===== src/rtl/riscv_pkg.sv =====
// Shared types for the multicycle RISC-V controller: state encoding, opcodes,
// ALU decoder codes, immediate formats and the per-state datapath control word.
package riscv_pkg;

  typedef enum logic [3:0] {
    S_FETCH    = 4'd0,
    S_DECODE   = 4'd1,
    S_MEMADR   = 4'd2,
    S_MEMREAD  = 4'd3,
    S_MEMWB    = 4'd4,
    S_MEMWRITE = 4'd5,
    S_EXECUTER = 4'd6,
    S_ALUWB    = 4'd7,
    S_EXECUTEI = 4'd8,
    S_JAL      = 4'd9,
    S_BEQ      = 4'd10,
    S_TRAP     = 4'd11
  } state_t;

  localparam logic [6:0] OP_LOAD  = 7'b0000011;
  localparam logic [6:0] OP_STORE = 7'b0100011;
  localparam logic [6:0] OP_RTYPE = 7'b0110011;
  localparam logic [6:0] OP_ITYPE = 7'b0010011;
  localparam logic [6:0] OP_JAL   = 7'b1101111;
  localparam logic [6:0] OP_BEQ   = 7'b1100011;

  localparam logic [1:0] ALUOP_ADD   = 2'b00;
  localparam logic [1:0] ALUOP_SUB   = 2'b01;
  localparam logic [1:0] ALUOP_FUNCT = 2'b10;

  localparam logic [1:0] IMM_I = 2'b00;
  localparam logic [1:0] IMM_S = 2'b01;
  localparam logic [1:0] IMM_B = 2'b10;
  localparam logic [1:0] IMM_J = 2'b11;

  typedef struct packed {
    logic       pcupdate;
    logic       branch;
    logic       regwrite;
    logic       memwrite;
    logic       adrsrc;
    logic [1:0] resultsrc;
    logic [1:0] alusrca;
    logic [1:0] alusrcb;
    logic [1:0] aluop;
  } ctrl_t;

  // Moore control word for a state; FETCH's mem_ready-qualified strobes are added by the top.
  function automatic ctrl_t state_ctrl(input state_t s);
    ctrl_t c;
    c = '0;
    case (s)
      S_FETCH: begin
        c.resultsrc = 2'b10;
        c.alusrcb   = 2'b10;
        c.aluop     = ALUOP_ADD;
      end
      S_DECODE: begin
        c.alusrca = 2'b01;
        c.alusrcb = 2'b01;
        c.aluop   = ALUOP_ADD;
      end
      S_MEMADR: begin
        c.alusrca = 2'b10;
        c.alusrcb = 2'b01;
        c.aluop   = ALUOP_ADD;
      end
      S_MEMREAD:  c.adrsrc = 1'b1;
      S_MEMWB: begin
        c.resultsrc = 2'b01;
        c.regwrite  = 1'b1;
      end
      S_MEMWRITE: begin
        c.adrsrc   = 1'b1;
        c.memwrite = 1'b1;
      end
      S_EXECUTER: begin
        c.alusrca = 2'b10;
        c.aluop   = ALUOP_FUNCT;
      end
      S_EXECUTEI: begin
        c.alusrca = 2'b10;
        c.alusrcb = 2'b01;
        c.aluop   = ALUOP_FUNCT;
      end
      S_ALUWB:    c.regwrite = 1'b1;
      S_JAL: begin
        c.alusrca  = 2'b01;
        c.alusrcb  = 2'b10;
        c.aluop    = ALUOP_ADD;
        c.pcupdate = 1'b1;
      end
      S_BEQ: begin
        c.alusrca = 2'b10;
        c.aluop   = ALUOP_SUB;
        c.branch  = 1'b1;
      end
      default: c = '0;
    endcase
    return c;
  endfunction

endpackage


===== src/rtl/instr_decoder.sv =====
// Immediate-format decode from the opcode; purely combinational, valid in every state.
module instr_decoder
  import riscv_pkg::*;
(
  input  logic [6:0] op,
  output logic [1:0] imm_src
);

  always_comb begin
    imm_src = IMM_I;
    case (op)
      OP_LOAD, OP_ITYPE: imm_src = IMM_I;
      OP_STORE:          imm_src = IMM_S;
      OP_BEQ:            imm_src = IMM_B;
      OP_JAL:            imm_src = IMM_J;
      default:           imm_src = IMM_I;
    endcase
  end

endmodule


===== src/rtl/multicycle_controller.sv =====
// Multicycle RISC-V control FSM with retire pulse and retired-instruction counter.
// Define MULTICYCLE_CONTROLLER_TRAP_EN to trap on illegal opcodes; otherwise they execute as NOPs.
module multicycle_controller
  import riscv_pkg::*;
(
  input  logic        clk,
  input  logic        rst_n,
  input  logic [6:0]  op,
  input  logic        mem_ready,
  output logic        PCUpdate,
  output logic        Branch,
  output logic        RegWrite,
  output logic        MemWrite,
  output logic        IRWrite,
  output logic        AdrSrc,
  output logic [1:0]  ResultSrc,
  output logic [1:0]  ALUSrcA,
  output logic [1:0]  ALUSrcB,
  output logic [1:0]  ALUOp,
  output logic [1:0]  ImmSrc,
  output logic [3:0]  state,
  output logic        retire,
  output logic [31:0] instret,
  output logic        illegal_op
);

  state_t      r_state;
  ctrl_t       r_ctrl;
  logic        r_retire;
  logic [31:0] r_instret;
  state_t      w_next;
  logic        w_retire;
  logic        w_fetch;

  instr_decoder u_instr_decoder (
    .op      (op),
    .imm_src (ImmSrc)
  );

  always_comb begin
    w_next = r_state;
    case (r_state)
      S_FETCH:    w_next = mem_ready ? S_DECODE : S_FETCH;
      S_DECODE: begin
        case (op)
          OP_LOAD, OP_STORE: w_next = S_MEMADR;
          OP_RTYPE:          w_next = S_EXECUTER;
          OP_ITYPE:          w_next = S_EXECUTEI;
          OP_JAL:            w_next = S_JAL;
          OP_BEQ:            w_next = S_BEQ;
`ifdef MULTICYCLE_CONTROLLER_TRAP_EN
          default:           w_next = S_TRAP;
`else
          default:           w_next = S_FETCH;
`endif
        endcase
      end
      S_MEMADR:   w_next = (op == OP_LOAD) ? S_MEMREAD : S_MEMWRITE;
      S_MEMREAD:  w_next = mem_ready ? S_MEMWB : S_MEMREAD;
      S_MEMWB:    w_next = S_FETCH;
      S_MEMWRITE: w_next = mem_ready ? S_FETCH : S_MEMWRITE;
      S_EXECUTER: w_next = S_ALUWB;
      S_EXECUTEI: w_next = S_ALUWB;
      S_ALUWB:    w_next = S_FETCH;
      S_JAL:      w_next = S_ALUWB;
      S_BEQ:      w_next = S_FETCH;
`ifdef MULTICYCLE_CONTROLLER_TRAP_EN
      S_TRAP:     w_next = S_TRAP;
`else
      S_TRAP:     w_next = S_FETCH;
`endif
      default:    w_next = S_FETCH;
    endcase
  end

  // Illegal-opcode NOPs leave DECODE straight to FETCH and are deliberately absent here.
  assign w_retire = (r_state == S_MEMWB) || (r_state == S_ALUWB) || (r_state == S_BEQ) ||
                    ((r_state == S_MEMWRITE) && mem_ready);

`ifdef MULTICYCLE_CONTROLLER_TRAP_EN
  logic r_illegal;
`endif

  always_ff @(posedge clk or negedge rst_n) begin
    if (!rst_n) begin
      r_state   <= S_FETCH;
      r_ctrl    <= state_ctrl(S_FETCH);
      r_retire  <= 1'b0;
      r_instret <= '0;
`ifdef MULTICYCLE_CONTROLLER_TRAP_EN
      r_illegal <= 1'b0;
`endif
    end else begin
      r_state  <= w_next;
      r_ctrl   <= state_ctrl(w_next);
      r_retire <= w_retire;
      if (w_retire) r_instret <= r_instret + 32'd1;
`ifdef MULTICYCLE_CONTROLLER_TRAP_EN
      r_illegal <= (w_next == S_TRAP);
`endif
    end
  end

`ifdef MULTICYCLE_CONTROLLER_TRAP_EN
  assign illegal_op = r_illegal;
`else
  assign illegal_op = 1'b0;
`endif

  assign w_fetch   = (r_state == S_FETCH);
  assign PCUpdate  = r_ctrl.pcupdate | (w_fetch & mem_ready);
  assign IRWrite   = w_fetch & mem_ready;
  assign Branch    = r_ctrl.branch;
  assign RegWrite  = r_ctrl.regwrite;
  assign MemWrite  = r_ctrl.memwrite;
  assign AdrSrc    = r_ctrl.adrsrc;
  assign ResultSrc = r_ctrl.resultsrc;
  assign ALUSrcA   = r_ctrl.alusrca;
  assign ALUSrcB   = r_ctrl.alusrcb;
  assign ALUOp     = r_ctrl.aluop;
  assign state     = r_state;
  assign retire    = r_retire;
  assign instret   = r_instret;

endmodule


===== config.mk =====
export PLATFORM = sky130hd
export DESIGN_NAME = multicycle_controller
export DESIGN_NICKNAME = d
export VERILOG_FILES = /design/src/rtl/riscv_pkg.sv /design/src/rtl/instr_decoder.sv /design/src/rtl/multicycle_controller.sv
export SDC_FILE = /design/constraint.sdc
export NUM_CORES = 1
export LEC_CHECK = 0
export CORE_ASPECT_RATIO = 0.5
export CORE_MARGIN = 10
export CORE_UTILIZATION = 30
export CTS_CLUSTER_DIAMETER = 80
export DETAILED_ROUTE_END_ITERATION = 8
export DONT_BUFFER_PORTS = 1
export GPL_TIMING_DRIVEN = 0
export MAX_ROUTING_LAYER = met4
export PLACE_DENSITY = 0.46
export SYNTH_ARGS = -nofsm -noshare
export SYNTH_HDL_FRONTEND = slang
export SYNTH_SLANG_ARGS = --single-unit
export TNS_END_PERCENT = 5

===== constraint.sdc =====
create_clock -name clk -period 3.93 [get_ports clk]
set_input_delay 0.5895 -clock clk [delete_from_list [all_inputs] [get_ports clk]]
set_output_delay 0.5895 -clock clk [all_outputs]
set_load 0.02 [all_outputs]

Word level (Yosys, flattened, before mapping). Index checks and enable logic that the tools add are counted.

Add/sub/neg operators: 1. Eq/ne operators: 26. Multiplexer cells: 16. Bitwise gates (word level): 2. Reductions and logical operators: 15.

Operator list (number): $add 32x1->32 const B (1); $eq 4x3->1 const B (8); $eq 4x4->1 const B (6); $pmux 4 s6 (1); $pmux 4 s5 (1); $eq 4x2->1 const B (4); $pmux 2 s2 (4); $eq 7x6->1 const B (2); $eq 7x7->1 const B (2); $reduce_or 2->1 (6); $mux 3 (3); $eq 4x1->1 const B (2); $logic_not 4->1 (2); $eq 7x2->1 const B (1); $eq 7x5->1 const B (1); $mux 1 (6); $pmux 2 s3 (1); $reduce_or 3->1 (2); $reduce_or 4->1 (1); $logic_or 1x1->1 (3); $and 1x1->1 (1); $logic_and 1x1->1 (1); $or 1x1->1 (1).

Register bits: 50. Bits of input ports: 10. Output and inout port bits: 54.

Logic depth before layout (Yosys ltp). Gate-level depths: netlist (run 1).

Depth after elaboration: 7. Depth in mapped cells: 7.

Cells and area by module. A second synthesis (run 1) with hierarchy kept.

Cells, all modules: 249. Area total of the unflattened synthesis: 2517.4 um^2.

By module, submodules not included: multicycle_controller (instances 1, cells an instance 243, area each 2473.6 um^2); instr_decoder (instances 1, cells an instance 6, area each 43.8 um^2).

Worst setup path before layout (run 1). Ideal clock, no wire load.

Kind: input-to-reg. Start: input op[2]. End: register r_ctrl, in the netlist RegWrite. Arrival: 1872 ps. Required time: 3864 ps. Setup slack: 1992 ps. Stages on the path: 6. Path buffers: 0. Cell sequence: nand4bb_1 > or4b_1 > and3_1 > and2_4 > clkinv_2 > and3_1.

Word-level cells in the longest chain between the ends: 7. Elaborated cells between the ends (all ways): 14. Those cells by class: eq/ne: 8; mux: 4; reduce/logical: 2.

RTL lines: start: declaration (RTL line multicycle_controller.sv:8) `input logic [6:0] op,`; $eq 7x2->1 or $eq 7x6->1 (tied branches) (RTL line multicycle_controller.sv:45, multicycle_controller.sv:58); $reduce_or 2->1 (RTL line multicycle_controller.sv:45) `case (op)`; $pmux 4 s5 (RTL line multicycle_controller.sv:45); $pmux 4 s6 * (RTL line multicycle_controller.sv:42) `case (r_state)`; net w_next[2] (RTL line multicycle_controller.sv:31) `state_t w_next;`; $eq 4x3->1 (RTL line riscv_pkg.sv:52) `case (s)`; $reduce_or 2->1 (no line) *; $mux 1 * (RTL line riscv_pkg.sv:52); end signal: assignment (RTL line multicycle_controller.sv:87) `r_ctrl <= state_ctrl(S_FETCH);`; end signal: assignment (RTL line multicycle_controller.sv:95) `r_ctrl <= state_ctrl(w_next);`; end: declaration (RTL line multicycle_controller.sv:28) `ctrl_t r_ctrl;`.

The timed path passes the listed nets; every way through them passes the cells marked *. A chain may end at the register's enable or synchronous reset.

Worst setup path in the final report (run 1).
Start: register r_state[1], in the netlist state[1]. End: register r_ctrl, in the netlist RegWrite.

Word-level cells in the longest chain between the ends: 6. Elaborated cells between the ends (all ways): 14. Those cells by class: eq/ne: 9; mux: 2; reduce/logical: 3.

RTL lines: start: declaration (RTL line multicycle_controller.sv:27) `state_t r_state;`; start signal: assignment (RTL line multicycle_controller.sv:94) `r_state <= w_next;`; $eq 4x4->1 or $eq 4x3->1 (tied branches) (RTL line multicycle_controller.sv:42); $reduce_or 3->1 (no line); $pmux 4 s6 * (RTL line multicycle_controller.sv:42); net w_next[0] (RTL line multicycle_controller.sv:31); $eq 4x3->1 (RTL line riscv_pkg.sv:52); $reduce_or 2->1 (no line) *; $mux 1 * (RTL line riscv_pkg.sv:52).

Marked as above.

==> results of run 1 <==
==> placed cells by master (no fill, tap or decap), drive strengths merged, types with 4 or more instances in the layout <==
cell type,synthesis,routed
a21oi,5,5
and3,13,13
and4,6,6
buf,14,15
clkbuf,3,9
dfrtp,47,47
inv,5,5
nand2,15,15
nand2b,5,5
nand3,18,18
nand4,8,8
nor2,7,7
nor2b,8,8
nor3,4,4
o21ai,5,5
o31ai,4,4
xnor2,26,26
xor2,5,5
==> per-layer routing <==
layer	vias to the layer above	wire (µm)	GRT usage, %
li1	821	-	-
met1	822	2656	11.85
met2	32	2772	14.82
met3	5	323	3.193
met4	0	63	2.952
met5	-	0	-
==> cell families (layout without fill, tap and decap cells) <==
family,count (synthesis),count (layout),synth area share (%)
buf+inv,23,32,5.743
compound gates,23,23,6.461
flops,49,49,50.36
xor+xnor,31,31,11.13
other cells,1,1,0.1537
mux,1,1,0.4615
fa+ha+maj,1,1,0.5127
simple gates,101,101,25.18
==> through the flow <==
step	total power [mW]	area [µm²]	setup WS [ns]	hold slack [ns]	std cells
after CTS	1.203	2760	1.670	0.1307	351
after detailed placement	0.7445	2580	1.690	0.2961	342
final	1.185	2760	1.696	0.1414	351
after global routing	1.249	2760	1.549	0.1194	351
after floorplan	0.7077	2440	1.992	0.2939	230
after global placement	0.7395	2580	1.695	0.2963	342
==> power groups by stage <==
stage                     Sequential, mW  Clock (mW)  Combinational [mW]
final                              0.605       0.444               0.136
after global routing               0.613       0.480               0.156
after CTS                          0.608       0.455               0.140
after detailed placement           0.618           0               0.126
after global placement             0.617           0               0.123
after floorplan                    0.603           0               0.104
==> cell type report <==
class / instances / area, µm² / share of cell area (%)
buffer: 17 / 116.4 / 4.216
clock buffer: 6 / 138.9 / 5.032
clock inverter: 2 / 13.76 / 0.4986
inverter: 6 / 23.77 / 0.8613
multi-input combinational: 158 / 1071 / 38.80
sequential: 49 / 1229 / 44.51
tap: 112 / 140.1 / 5.077
timing repair buffer: 1 / 27.53 / 0.9973
==> worst max-delay path: cells and delay by family (launching register included) <==
family	cells	cell delay (ns)
DFF	1	0.48
and+or+nand+nor	4	1.10
buffers and inverters	1	0.19
AOI/OAI and AO/OA	1	0.34
==> final timing paths <==
| kind | start | slack (ns) | end |
|---|---|---|---|
| min in group clk | mem_ready | 0.48 | ResultSrc[0] |
| min | rst_n | 0.14 | ALUSrcB[1] |
| max | state[1] | 1.70 | RegWrite |
| max in group asynchronous | rst_n | 3.56 | instret[28] |
| min reg2reg | instret[31] | 0.62 | instret[31] |
| max reg2reg | state[1] | 1.70 | RegWrite |
==> flip-flops by register name, summed over array words and instances (netlist names) <==
signal     count
ALUOp          1
ALUSrcA        2
ALUSrcB        2
AdrSrc         1
Branch         1
MemWrite       1
RegWrite       1
ResultSrc      2
instret       32
r_ctrl         1
retire         1
state          4
==> synth_stat cells (2+ instances only) <==
cell type	instances	area (µm²)
clkbuf_1	2	7.510
a22oi_1	2	15.01
and2_1	2	12.51
nor3_1	4	20.02
inv_1	5	18.77
nor3b_1	2	15.01
o21ai_0	2	10.01
nand3b_1	2	15.01
o31ai_1	4	30.03
nor2b_1	8	50.05
buf_2	2	10.01
xor2_1	5	43.79
dfrtp_1	47	1176
and4_1	6	52.55
nor2_1	7	26.28
nor4_1	3	18.77
nand4_1	8	50.05
nand3_1	18	90.09
xnor2_1	26	227.7
o21ai_1	3	15.01
a21oi_1	5	25.02
dfstp_2	2	52.55
nand2b_1	5	31.28
and3_1	13	81.33
nand2_1	15	56.30
buf_4	11	82.58
==> run metrics, run 1 <==
outcome finished clean; Post-DRT Antenna Nets 0; CP Class register to register; sw frac 28.51%; CTS root buf clkbuf_16; Flop pwr share 51.1%; number of global-route vias before repair 1659; CTS tree built; I/O Buffers 0; via count 1680; P_int 847.3 µW; Most used DFF post-synth dfrtp_1; fin crit share 56.85%; Synth-to-Final Area Change 13.13%; Die H 83.77 µm; H-tree depth 2; Initial DRT Pass Iterations 4; unrepaired setup endpoints after global routing false; total wire length 5815 µm; Post-CTS Hold Fix Bufs 1; Layout Utilization 34.75%; Max VDD drop 0.0001564 V; post-CTS setup buffer count 0; cts bufs inserted 5; Final min period 2.234 ns; Hold Fails Final Rpt 0; # diodes 0; DRC 0; setup-violating endpoint count in the final report 0; syn_area_per_cell 10.61 µm²; Core ar. 7943 µm²; Arr. time, crit path 2.41 ns; post-synthesis cell count 230; initial antenna violation count 0; largest net degree at the start of global routing 48; clock slew at reported path FFs 0.06 ns; R2R depth 6; layout cells sized above 1 13.39%; Longest Clk Path Bufs 2; Die Footprint 12360 µm²; CP Cell Sequence buf_6 -> nor4b_4 -> nand4_1 -> o211ai_1 -> nand3_1 -> and3_1; relative slew slack 63.97%; slowest stage delay, CP 0.48 ns; Worst Path Required 4.10 ns; Leak 1.240 nW; clk sinks 49; die width 147.5 µm; Synthesis Warnings 0; Startpoint Class register; total global routing overflow 0; Yosys reg bits 49; Power Density 429.4 nW/µm²; starting density of the core 30.72%; worst skew pair latency 0.29 ns; worst-margin pin slew 0.5363 ns; worst hold path class primary input to asynchronous set/reset pin; global-route wire length before repair 9418 µm; post-synth net total 241; total track usage 9.677%; worst-path cell with the longest stage delay dfrtp_1; CTS resizes 0; initial DRC count 136; Unique masters post-synth 47; Combinational Power Share 11.5%; layout filler cell count 847; clock power share 37.4%; fin nets 249; fmax 447.6 MHz; Pins Over Slew Limit 0; number of flops mapped to enable cells by yosys 0; final clock skew 0.006668 ns; Psw 337.8 µW; Mapped Area 2440 µm²; CP endpoint kind register; I/O pins 64; register area share after synthesis 50.36%; post-detail-place hpwl 4252 µm; Post-synth ARST share 100.0%; MaxCap Viol Count 0; GP Congestion 0.7833; critical path peak fanout 10; setup TNS 0 ns; DR WL/cell 16.57 µm; Vias/cell 4.786; # rows 23
No activity file was read; power rests on OpenSTA's default activity.
==> run 2, diff against run 1 <==
- PLACE_DENSITY: 0.46 -> 0.47
- clock period: 3.93 -> 2.03 ns (I/O delays scaled with it)
==> run metrics, run 2 (synthesized netlist as in run 1, its figures left out) <==
outcome finished clean; slowest stage delay, CP 0.55 ns; largest net degree at the start of global routing 50; Vias/cell 4.749; Max VDD drop 0.0003299 V; Hold Path Cell Cnt 1; Combinational Power Share 11.7%; Worst Hold Path EP ResultSrc[0]; setup-violating endpoint count in the final report 0; DRC 0; Power Density 825.5 nW/µm²; GP Congestion 0.7809; Initial DRT Pass Iterations 4; via count 1700; layout cells sized above 1 23.98%; I/O Buffers 0; Synth-to-Final Area Change 20.87%; unrepaired setup endpoints after global routing true; starting density of the core 30.72%; Final min period 2.019 ns; fin nets 256; CP endpoint kind register; Pins Over Slew Limit 0; Post-DRT Antenna Nets 0; global-route wire length before repair 9515 µm; hold path start mem_ready; I/O pins 64; # rows 23; DR WL/cell 16.57 µm; Total Power 2.434 mW; Largest register FFs 32; Arr. time, crit path 2.18 ns; Longest Clk Path Bufs 2; CP Class register to register; worst reg2reg startpoint state[0]; Startpoint Class register; Die H 83.77 µm; worst skew pair latency 0.29 ns; worst hold path class primary input to register; Core ar. 7943 µm²; Worst R2R Setup Slack 0.01 ns; R2R depth 6; number of global-route vias before repair 1682; commonest non-fill, non-tap cell in the layout dfrtp_1; post-detail-place hpwl 4294 µm; layout filler cell count 786; Leak 1.321 nW; most frequent cells in the layout dfrtp_1 (40), xnor2_1 (26), nand3_1 (16), nand2_1 (15), buf_4 (15); clk sinks 49; Flop pwr share 48.2%; worst reg2reg endpoint instret[26]; P_int 1.778 mW; Hold Fails Final Rpt 0; H-tree depth 2; clock power share 40.1%; total track usage 9.743%; fin crit share 99.48%; total global routing overflow 0; cts bufs inserted 5; critical path peak fanout 6; CP Cell Sequence nor2b_4 -> or4b_4 -> a211oi_4 -> buf_6 -> nand3_1 -> xnor2_1; setup TNS 0 ns; Psw 656.6 µW; MaxCap Viol Count 0; total wire length 5933 µm; CTS root buf clkbuf_16; Die Footprint 12360 µm²; Worst Path Required 2.19 ns; die width 147.5 µm; worst-path cell with the longest stage delay or4b_4; fmax 495.2 MHz; final clock skew 0.004237 ns; sw frac 26.97%; initial DRC count 119; initial antenna violation count 0; CTS tree built; # diodes 0; clock slew at reported path FFs 0.07 ns
## run 2: cell type report
| class | instances | area (µm²) | area share [%] |
|---|---|---|---|
| Buffer | 17 | 127.6 | 4.328 |
| Inverter | 6 | 23.77 | 0.8061 |
| Multi-Input combinational cell | 158 | 1161 | 39.37 |
| Sequential cell | 49 | 1237 | 41.96 |
| Timing Repair Buffer | 8 | 82.58 | 2.800 |
| Clock inverter | 2 | 37.54 | 1.273 |
| Tap cell | 112 | 140.1 | 4.752 |
| Clock buffer | 6 | 138.9 | 4.709 |
## run 2: layer usage
layer / up-vias / GRT usage, % / part of all wire (%)
li1: 830 / - / -
met4: 0 / 2.683 / 0.62
met5: - / - / 0
met3: 2 / 3.301 / 6.2
met1: 834 / 12.04 / 46
met2: 34 / 14.86 / 48
## run 2: worst max path at each step
stage / start / endpoint / slack [ns] / cells after the start
after floorplan: state[1] / instret[26] / 0.1 / 6
after global placement: state[1] / RegWrite / -0.20 / 6
after detailed placement: state[0] / instret[17] / -0.17 / 6
after CTS: state[0] / instret[26] / -0.05 / 6
after global routing: state[0] / instret[14] / -0.06 / 6
final: state[0] / instret[26] / 0.01 / 6
## run 2: repair_timing
item	4_1_cts	5_1_grt
setup endpoints to repair	28	38
pin swaps	2	6
resized for setup	14	17
setup buffers	1	4
hold endpoints to repair	49	0
gates cloned	0	1
hold buffers	2	0
## run 2: per-stage QoR
step	worst slack, ns	hold WS [ns]	utilization (%)	instance area (µm²)	std cells
floorplan	0.09993	0.008909	-	2440	230
global placement	-0.2038	0.01080	32.48	2580	342
detailed placement	-0.1690	0.01028	32.48	2580	342
CTS	-0.04944	0.1828	35.95	2855	353
global route	-0.05622	0.1756	37.13	2949	358
finish	0.01058	0.1876	37.13	2949	358
## run 2: worst max-delay path, delay by kind of cell, from the launching register on
kind | cells | cell delay [ns]
buffers and inverters | 1 | 0.17
DFF | 1 | 0.49
and+or+nand+nor | 3 | 0.81
xor gates and xnor gates | 1 | 0.15
AOI/OAI and AO/OA | 1 | 0.29
## run 2: power groups by stage
| stage | clock [mW] | sequential, mW | combinational, mW |
|---|---|---|---|
| 6_report | 0.975 | 1.17 | 0.286 |
| 4_1_cts | 1.01 | 1.18 | 0.281 |
| 5_1_grt | 1.06 | 1.18 | 0.327 |
| 3_5_place_dp | 0 | 1.20 | 0.244 |
| 3_3_place_gp | 0 | 1.19 | 0.238 |
| 2_1_floorplan | 0 | 1.17 | 0.202 |
